[src/rtl/seg_dec_pkg.sv]
// Shared constants and types for the multiplexed seven-segment decoder:
// active-low glyph codes, digit count, FSM encoding and the per-digit record.
package seg_dec_pkg;

    localparam int NUM_DIGITS = 6;

    localparam logic [6:0] GLYPH_0     = 7'h40;
    localparam logic [6:0] GLYPH_1     = 7'h79;
    localparam logic [6:0] GLYPH_2     = 7'h24;
    localparam logic [6:0] GLYPH_3     = 7'h30;
    localparam logic [6:0] GLYPH_4     = 7'h19;
    localparam logic [6:0] GLYPH_5     = 7'h12;
    localparam logic [6:0] GLYPH_6     = 7'h02;
    localparam logic [6:0] GLYPH_7     = 7'h78;
    localparam logic [6:0] GLYPH_8     = 7'h00;
    localparam logic [6:0] GLYPH_9     = 7'h10;
    localparam logic [6:0] GLYPH_MINUS = 7'h3F;
    localparam logic [6:0] GLYPH_BLANK = 7'h7F;

    typedef enum logic [1:0] {
        ST_IDLE    = 2'd0,
        ST_CONVERT = 2'd1,
        ST_DONE    = 2'd2
    } state_t;

    typedef struct packed {
        logic [3:0] value;
        logic       dp;
        logic       minus;
        logic       err;
    } digit_t;

endpackage

[src/rtl/seg_glyph_decode.sv]
// Combinational glyph lookup for one segment pattern (g..a, active low).
// Unknown patterns raise o_err only when SEG_DEC_ERR_CHECK_EN is defined.
module seg_glyph_decode
    import seg_dec_pkg::*;
(
    input  logic [6:0] i_seg,
    output logic [3:0] o_value,
    output logic       o_minus,
    output logic       o_err
);

    always_comb begin
        o_value = 4'd0;
        o_minus = 1'b0;
        o_err   = 1'b0;
        case (i_seg)
            GLYPH_0:     o_value = 4'd0;
            GLYPH_1:     o_value = 4'd1;
            GLYPH_2:     o_value = 4'd2;
            GLYPH_3:     o_value = 4'd3;
            GLYPH_4:     o_value = 4'd4;
            GLYPH_5:     o_value = 4'd5;
            GLYPH_6:     o_value = 4'd6;
            GLYPH_7:     o_value = 4'd7;
            GLYPH_8:     o_value = 4'd8;
            GLYPH_9:     o_value = 4'd9;
            GLYPH_MINUS: o_minus = 1'b1;
            GLYPH_BLANK: o_value = 4'd0;
            default: begin
`ifdef SEG_DEC_ERR_CHECK_EN
                o_err = 1'b1;
`else
                o_err = 1'b0;
`endif
            end
        endcase
    end

endmodule

[src/rtl/seg_dynamic_decoder.sv]
// Recovers a 6-digit value from a scanned seven-segment bus: debounces each
// sel/seg pair, latches digits, then converts them to binary (optional glyph
// error flag via SEG_DEC_ERR_CHECK_EN).
module seg_dynamic_decoder
    import seg_dec_pkg::*;
#(
    parameter logic [15:0] CNT_STABLE = 16'd1000
) (
    input  logic        sys_clk,
    input  logic        sys_rst,
    input  logic [7:0]  seg,
    input  logic [5:0]  sel,
    output logic [19:0] data,
    output logic [5:0]  point,
    output logic        sign,
    output logic        frame_valid,
    output logic        glyph_err
);

    localparam logic [15:0] CNT_MAX = CNT_STABLE - 16'd1;

    logic [5:0]                  r_sel_prev;
    logic [7:0]                  r_seg_prev;
    logic [15:0]                 r_cnt;
    logic                        r_captured;
    logic [NUM_DIGITS-1:0]       r_mask;
    digit_t [NUM_DIGITS-1:0]     r_digit;
    digit_t [NUM_DIGITS-1:0]     r_snap;
    logic [19:0]                 r_acc;
    logic [2:0]                  r_step;
    state_t                      r_state;
    logic [19:0]                 r_data;
    logic [5:0]                  r_point;
    logic                        r_sign;
    logic                        r_frame_valid;
    logic                        r_glyph_err;

    state_t                      w_state_next;
    logic                        w_start;
    logic                        w_conv;
    logic                        w_done;
    logic                        w_onehot;
    logic                        w_same;
    logic                        w_capture;
    logic [15:0]                 w_cnt_next;
    logic [3:0]                  w_glyph_value;
    logic                        w_glyph_minus;
    logic                        w_glyph_err;
    digit_t                      w_live;
    logic [2:0]                  w_idx;
    logic [5:0]                  w_point;
    logic                        w_minus_any;
    logic                        w_err_any;

    seg_glyph_decode u_glyph (
        .i_seg   (seg[6:0]),
        .o_value (w_glyph_value),
        .o_minus (w_glyph_minus),
        .o_err   (w_glyph_err)
    );

    assign w_live   = {w_glyph_value, ~seg[7], w_glyph_minus, w_glyph_err};
    assign w_onehot = (sel != 6'd0) && ((sel & (sel - 6'd1)) == 6'd0);
    assign w_same   = (sel == r_sel_prev) && (seg == r_seg_prev);

    // Counter saturates at CNT_MAX; r_captured blocks a second latch in the same dwell.
    always_comb begin
        w_cnt_next = 16'd0;
        if (w_onehot && w_same) begin
            w_cnt_next = (r_cnt == CNT_MAX) ? r_cnt : r_cnt + 16'd1;
        end
    end

    assign w_capture = w_onehot && (w_cnt_next == CNT_MAX) && !(w_same && r_captured);

    always_ff @(posedge sys_clk) begin
        if (sys_rst) begin
            r_sel_prev <= 6'd0;
            r_seg_prev <= 8'd0;
            r_cnt      <= 16'd0;
            r_captured <= 1'b0;
            r_mask     <= '0;
            r_digit    <= '0;
        end else begin
            r_sel_prev <= sel;
            r_seg_prev <= seg;
            r_cnt      <= w_cnt_next;
            r_captured <= w_capture || (w_onehot && w_same && r_captured);
            r_mask     <= (w_start ? '0 : r_mask) | (w_capture ? sel : '0);
            for (int i = 0; i < NUM_DIGITS; i++) begin
                if (w_capture && sel[i]) begin
                    r_digit[i] <= w_live;
                end
            end
        end
    end

    always_ff @(posedge sys_clk) begin
        if (sys_rst) begin
            r_state <= ST_IDLE;
        end else begin
            r_state <= w_state_next;
        end
    end

    always_comb begin
        w_state_next = r_state;
        case (r_state)
            ST_IDLE:    if (&r_mask) w_state_next = ST_CONVERT;
            ST_CONVERT: if (r_step == 3'd5) w_state_next = ST_DONE;
            ST_DONE:    w_state_next = ST_IDLE;
            default:    w_state_next = ST_IDLE;
        endcase
    end

    always_comb begin
        w_start = (r_state == ST_IDLE) && (&r_mask);
        w_conv  = (r_state == ST_CONVERT);
        w_done  = (r_state == ST_DONE);
    end

    assign w_idx = 3'(NUM_DIGITS - 1) - r_step;

    // acc*10 as shift-add, most significant digit first.
    always_ff @(posedge sys_clk) begin
        if (sys_rst) begin
            r_snap <= '0;
            r_acc  <= 20'd0;
            r_step <= 3'd0;
        end else if (w_start) begin
            r_snap <= r_digit;
            r_acc  <= 20'd0;
            r_step <= 3'd0;
        end else if (w_conv) begin
            r_acc  <= (r_acc << 3) + (r_acc << 1) + {16'd0, r_snap[w_idx].value};
            r_step <= r_step + 3'd1;
        end
    end

    always_comb begin
        w_point     = 6'd0;
        w_minus_any = 1'b0;
        w_err_any   = 1'b0;
        for (int i = 0; i < NUM_DIGITS; i++) begin
            w_point[i]  = r_snap[i].dp;
            w_minus_any = w_minus_any | r_snap[i].minus;
            w_err_any   = w_err_any | r_snap[i].err;
        end
    end

    always_ff @(posedge sys_clk) begin
        if (sys_rst) begin
            r_data        <= 20'd0;
            r_point       <= 6'd0;
            r_sign        <= 1'b0;
            r_frame_valid <= 1'b0;
            r_glyph_err   <= 1'b0;
        end else begin
            r_frame_valid <= w_done;
            if (w_done) begin
                r_data      <= r_acc;
                r_point     <= w_point;
                r_sign      <= w_minus_any;
                r_glyph_err <= w_err_any;
            end
        end
    end

    assign data        = r_data;
    assign point       = r_point;
    assign sign        = r_sign;
    assign frame_valid = r_frame_valid;
    assign glyph_err   = r_glyph_err;

endmodule

[config.mk]
export PLATFORM = sky130hd
export DESIGN_NAME = seg_dynamic_decoder
export DESIGN_NICKNAME = d
export VERILOG_FILES = /design/src/rtl/seg_dec_pkg.sv /design/src/rtl/seg_glyph_decode.sv /design/src/rtl/seg_dynamic_decoder.sv
export SDC_FILE = /design/constraint.sdc
export NUM_CORES = 1
export LEC_CHECK = 0
export BUFFER_PORTS_ARGS = -buffer_cell sky130_fd_sc_hd__buf_2
export CAP_MARGIN = 20
export CORE_MARGIN = 4
export CORE_UTILIZATION = 32
export DETAILED_ROUTE_END_ITERATION = 6
export HOLD_SLACK_MARGIN = 0.12
export SETUP_SLACK_MARGIN = 0.05
export SLEW_MARGIN = 40
export SYNTH_ARGS = -nofsm -noshare
export SYNTH_HDL_FRONTEND = slang
export SYNTH_SLANG_ARGS = --single-unit
[constraint.sdc]
create_clock -name sys_clk -period 5.5 [get_ports sys_clk]
set_input_delay 1.375 -clock sys_clk [delete_from_list [all_inputs] [get_ports sys_clk]]
set_output_delay 1.375 -clock sys_clk [all_outputs]
set_load 0.1 [all_outputs]
==> results.yml <==
status:
  status: "completed"
cells_and_area:
  area_growth_pct: 12.8
  fin_nets: 962
  num_antenna_cells: 0
  nFillCells: 2455
  drive_above_1_share: 0.113
synthesis:
  ys_warn_count: 0
  syn_avg_cell_area_sq_um: 8.60
  synth_seq_cells: 162
  synth_edf_count: 0
  ys_seq_area_frac: 0.419
  async_reset_ff_frac: 0
  syn_inst: 899
  ys.flop_type: "dfxtp_1"
  syn_area_sq_um: 7730
  synth_cell_types: 68
  syn_nets: 954
drt:
  drtIter0Drc: 312
  ant_nets: 0
  wirelength_mm: 17.1
  wl_per_cell_um: 13.8
  drc: 0
  vias_per_cell: 4.86
  vias: 6021
  dr.pass1.iters: 4
sta:
  fin_crit_ns: 4.00
  tns_ns: 0
  maxSlewViolCount: 0
  hold_viol_final: 0
  finalClockSkew_ns: 0.00781
  timing.final.crit_share: 0.728
  worst_pin_slew_ns: 0.722
  fmax_ghz: 0.250
  setup_viol: 0
  grt_setup_unrepaired: "no"
  timing.hold.ws_ns: 0.449
  max-slew-margin-rel: 0.517
die:
  io_pins: 45
  die_w_um: 163
  rows: 56
  die_area_sq_um: 26700
  start_util: 0.327
  die_h_um: 163
  core_area_sq_um: 23600
placed_design:
  gp_congestion: 0.854
  hpwl_mm: 11.8
  portBuffers: 43
clock_tree:
  htree_num_levels: 4
  postCtsSetupRepairBufs: 0
  cts-root-buf: "clkbuf_16"
  ctsHoldBuffers: 0
  clock_latency_ns: 0.43
  numCtsBuffers: 17
  cts.sinks: 162
  cts_tree: "built"
  clock_path_buffers: 2
  clk_pin_slew_ns: 0.06
  cts-resized-gates: 0
worst_setup_path:
  crit_arrival_ns: 4.32
  critPathKind: "flip-flop to flip-flop"
  crit_family: "compound AO/OA/AOI/OAI gates"
  path_buf_inv: 0
  slowest_delay_ns: 0.69
  slowest_stage: "dfxtp_1"
  cp-end-kind: "flip-flop"
  crit_fanout: 11
  cp.required_ns: 5.82
  cp_cell_sequence: "mux4_2, a21oi_1, fa_1, fa_1, nor2b_1, o21ai_0, a21boi_0, o211ai_1, o21ai_0, mux2i_1, nand2_1"
  startpoint_type: "flip-flop"
power:
  peakVddDrop_mv: 0.128
  p_leak_uw: 0.00317
  power.density_nw_per_um2: 279
hold_path:
  hp-class: "flip-flop to flip-flop"
grt:
  overflow: 0
  antenna_found_initial: 0
  grt_pass1_vias: 5696
  grt_pass1_wl_mm: 28.9
  grt_usage: 0.133
  grt_max_degree: 57
run:
  maxCapViolCount: 0
[report_power, final]
| group | switching, uW | internal, uW | leakage (uW) |
|---|---|---|---|
| logic | 42.9 | 21.6 | 0.00158 |
| clock network | 467 | 723 | 0.000280 |
| registers | 2.17 | 1180 | 0.00131 |
| total | 512 | 1920 | 0.00317 |
[flip-flops by register name, indices dropped and copies added (netlist names), 2 cells and up]
name and flops:
r_sel_prev 6, point 6, data 20, r_snap 36
r_state 2, r_seg_prev 8, r_mask 6, r_step 3
r_digit 36, r_acc 20, r_cnt 16
[per-stage QoR]
step / util / std cells / total power (uW) / instance area (sq um) / worst slack [ns]
global placement: 0.343 / 1206 / 1270 / 8110 / 1.56
floorplan: - / 899 / 1250 / 7730 / 1.70
finish: 0.369 / 1238 / 2440 / 8720 / 1.50
global route: 0.369 / 1238 / 2520 / 8720 / 1.16
CTS: 0.369 / 1238 / 2460 / 8720 / 1.46
detailed placement: 0.345 / 1207 / 1270 / 8140 / 1.49
[metal layers]
layer	global-route usage	up-vias	routed length [um]
li1	-	3097	-
met1	0.172	2826	8180
met2	0.220	80	8090
met3	0.0278	18	553
met4	0.0427	0	230
met5	0	-	0
[synthesized netlist by cell type, types with 3 or more instances]
master	number	area, sq um
a211oi_1	4	30.0
and3_4	4	45.0
nor2b_1	19	119
nor3_1	9	45.0
dfxtp_1	162	3240
buf_8	4	60.1
o211ai_1	3	22.5
nor3b_1	3	22.5
xnor2_1	24	210
clkbuf_1	40	150
nand3_1	15	75.1
nand2b_1	28	175
a32oi_1	7	61.3
ha_1	37	463
and3_1	3	18.8
mux4_2	4	90.1
nand4_1	14	87.6
o21ai_0	26	130
or3_1	8	50.1
a31oi_1	6	37.5
inv_1	19	71.3
nor2_1	49	184
a21oi_1	86	430
or4_1	6	45.0
o21a_1	3	22.5
nor4_1	8	50.1
xor2_1	17	149
buf_1	9	33.8
buf_4	3	22.5
mux2i_1	44	440
nand2_1	187	702
[worst reg2reg max path, stage by stage, from the launching register on]
cell and delay, ns:
dfxtp_1 0.69, mux4_2 0.58, a21oi_1 0.20, fa_1 0.48, fa_1 0.45, nor2b_1 0.15, o21ai_0 0.11, a21boi_0 0.31
o211ai_1 0.23, o21ai_0 0.41, mux2i_1 0.23, nand2_1 0.06
[cell usage in the layout (no fill, tap or decap), types with 4 or more instances in the layout]
cell type  instances
xnor2_1           24
o21ai_0           26
a31oi_1            6
inv_1             19
clkbuf_16         17
nor3_1             9
nor2b_1           18
xor2_1            17
or4_1              6
ha_1              37
mux2i_1           44
a211oi_1           4
buf_4              7
and3_4             4
buf_2             42
nor2_1            48
dfxtp_1          162
mux4_2             4
nor4_1             7
clkbuf_1           4
or3_1              8
a32oi_1            7
nand4_1           14
nand2b_1          27
nand2_1          187
nand3_1           15
a21oi_1           86
[final cells by class]
type | instances | area [sq um] | share of cell area
Clock buffer | 22 | 454 | 0.0521
Clock inverter | 9 | 133 | 0.0152
Inverter | 19 | 71.3 | 0.00818
Multi-Input combinational cell | 657 | 4140 | 0.475
Sequential cell | 162 | 3240 | 0.372
Tap cell | 319 | 399 | 0.0458
Timing Repair Buffer | 50 | 283 | 0.0324
[cells by family (layout without fill, tap and decap cells)]
kind of cell    after synthesis  in the layout  share of synthesized area
simple gates                376            376                      0.239
flops                       162            162                      0.419
compound gates              152            152                      0.113
buf+inv                      80            100                     0.0477
mux                          48             48                     0.0686
xor+xnor                     41             41                     0.0464
fa+ha+maj                    39             39                     0.0650
other cells                   1              1                   0.000485
[path summary, 6_finish.rpt]
check        startpoint         to  slack, ns  cells past startpoint
max           r_step[0]  r_acc[18]       1.50                     11
min            data[13]   data[13]       0.45                      2
min reg2reg    data[13]   data[13]       0.45                      2
max reg2reg   r_step[0]  r_acc[18]       1.50                     11
Power figures use the tool's default switching activity.
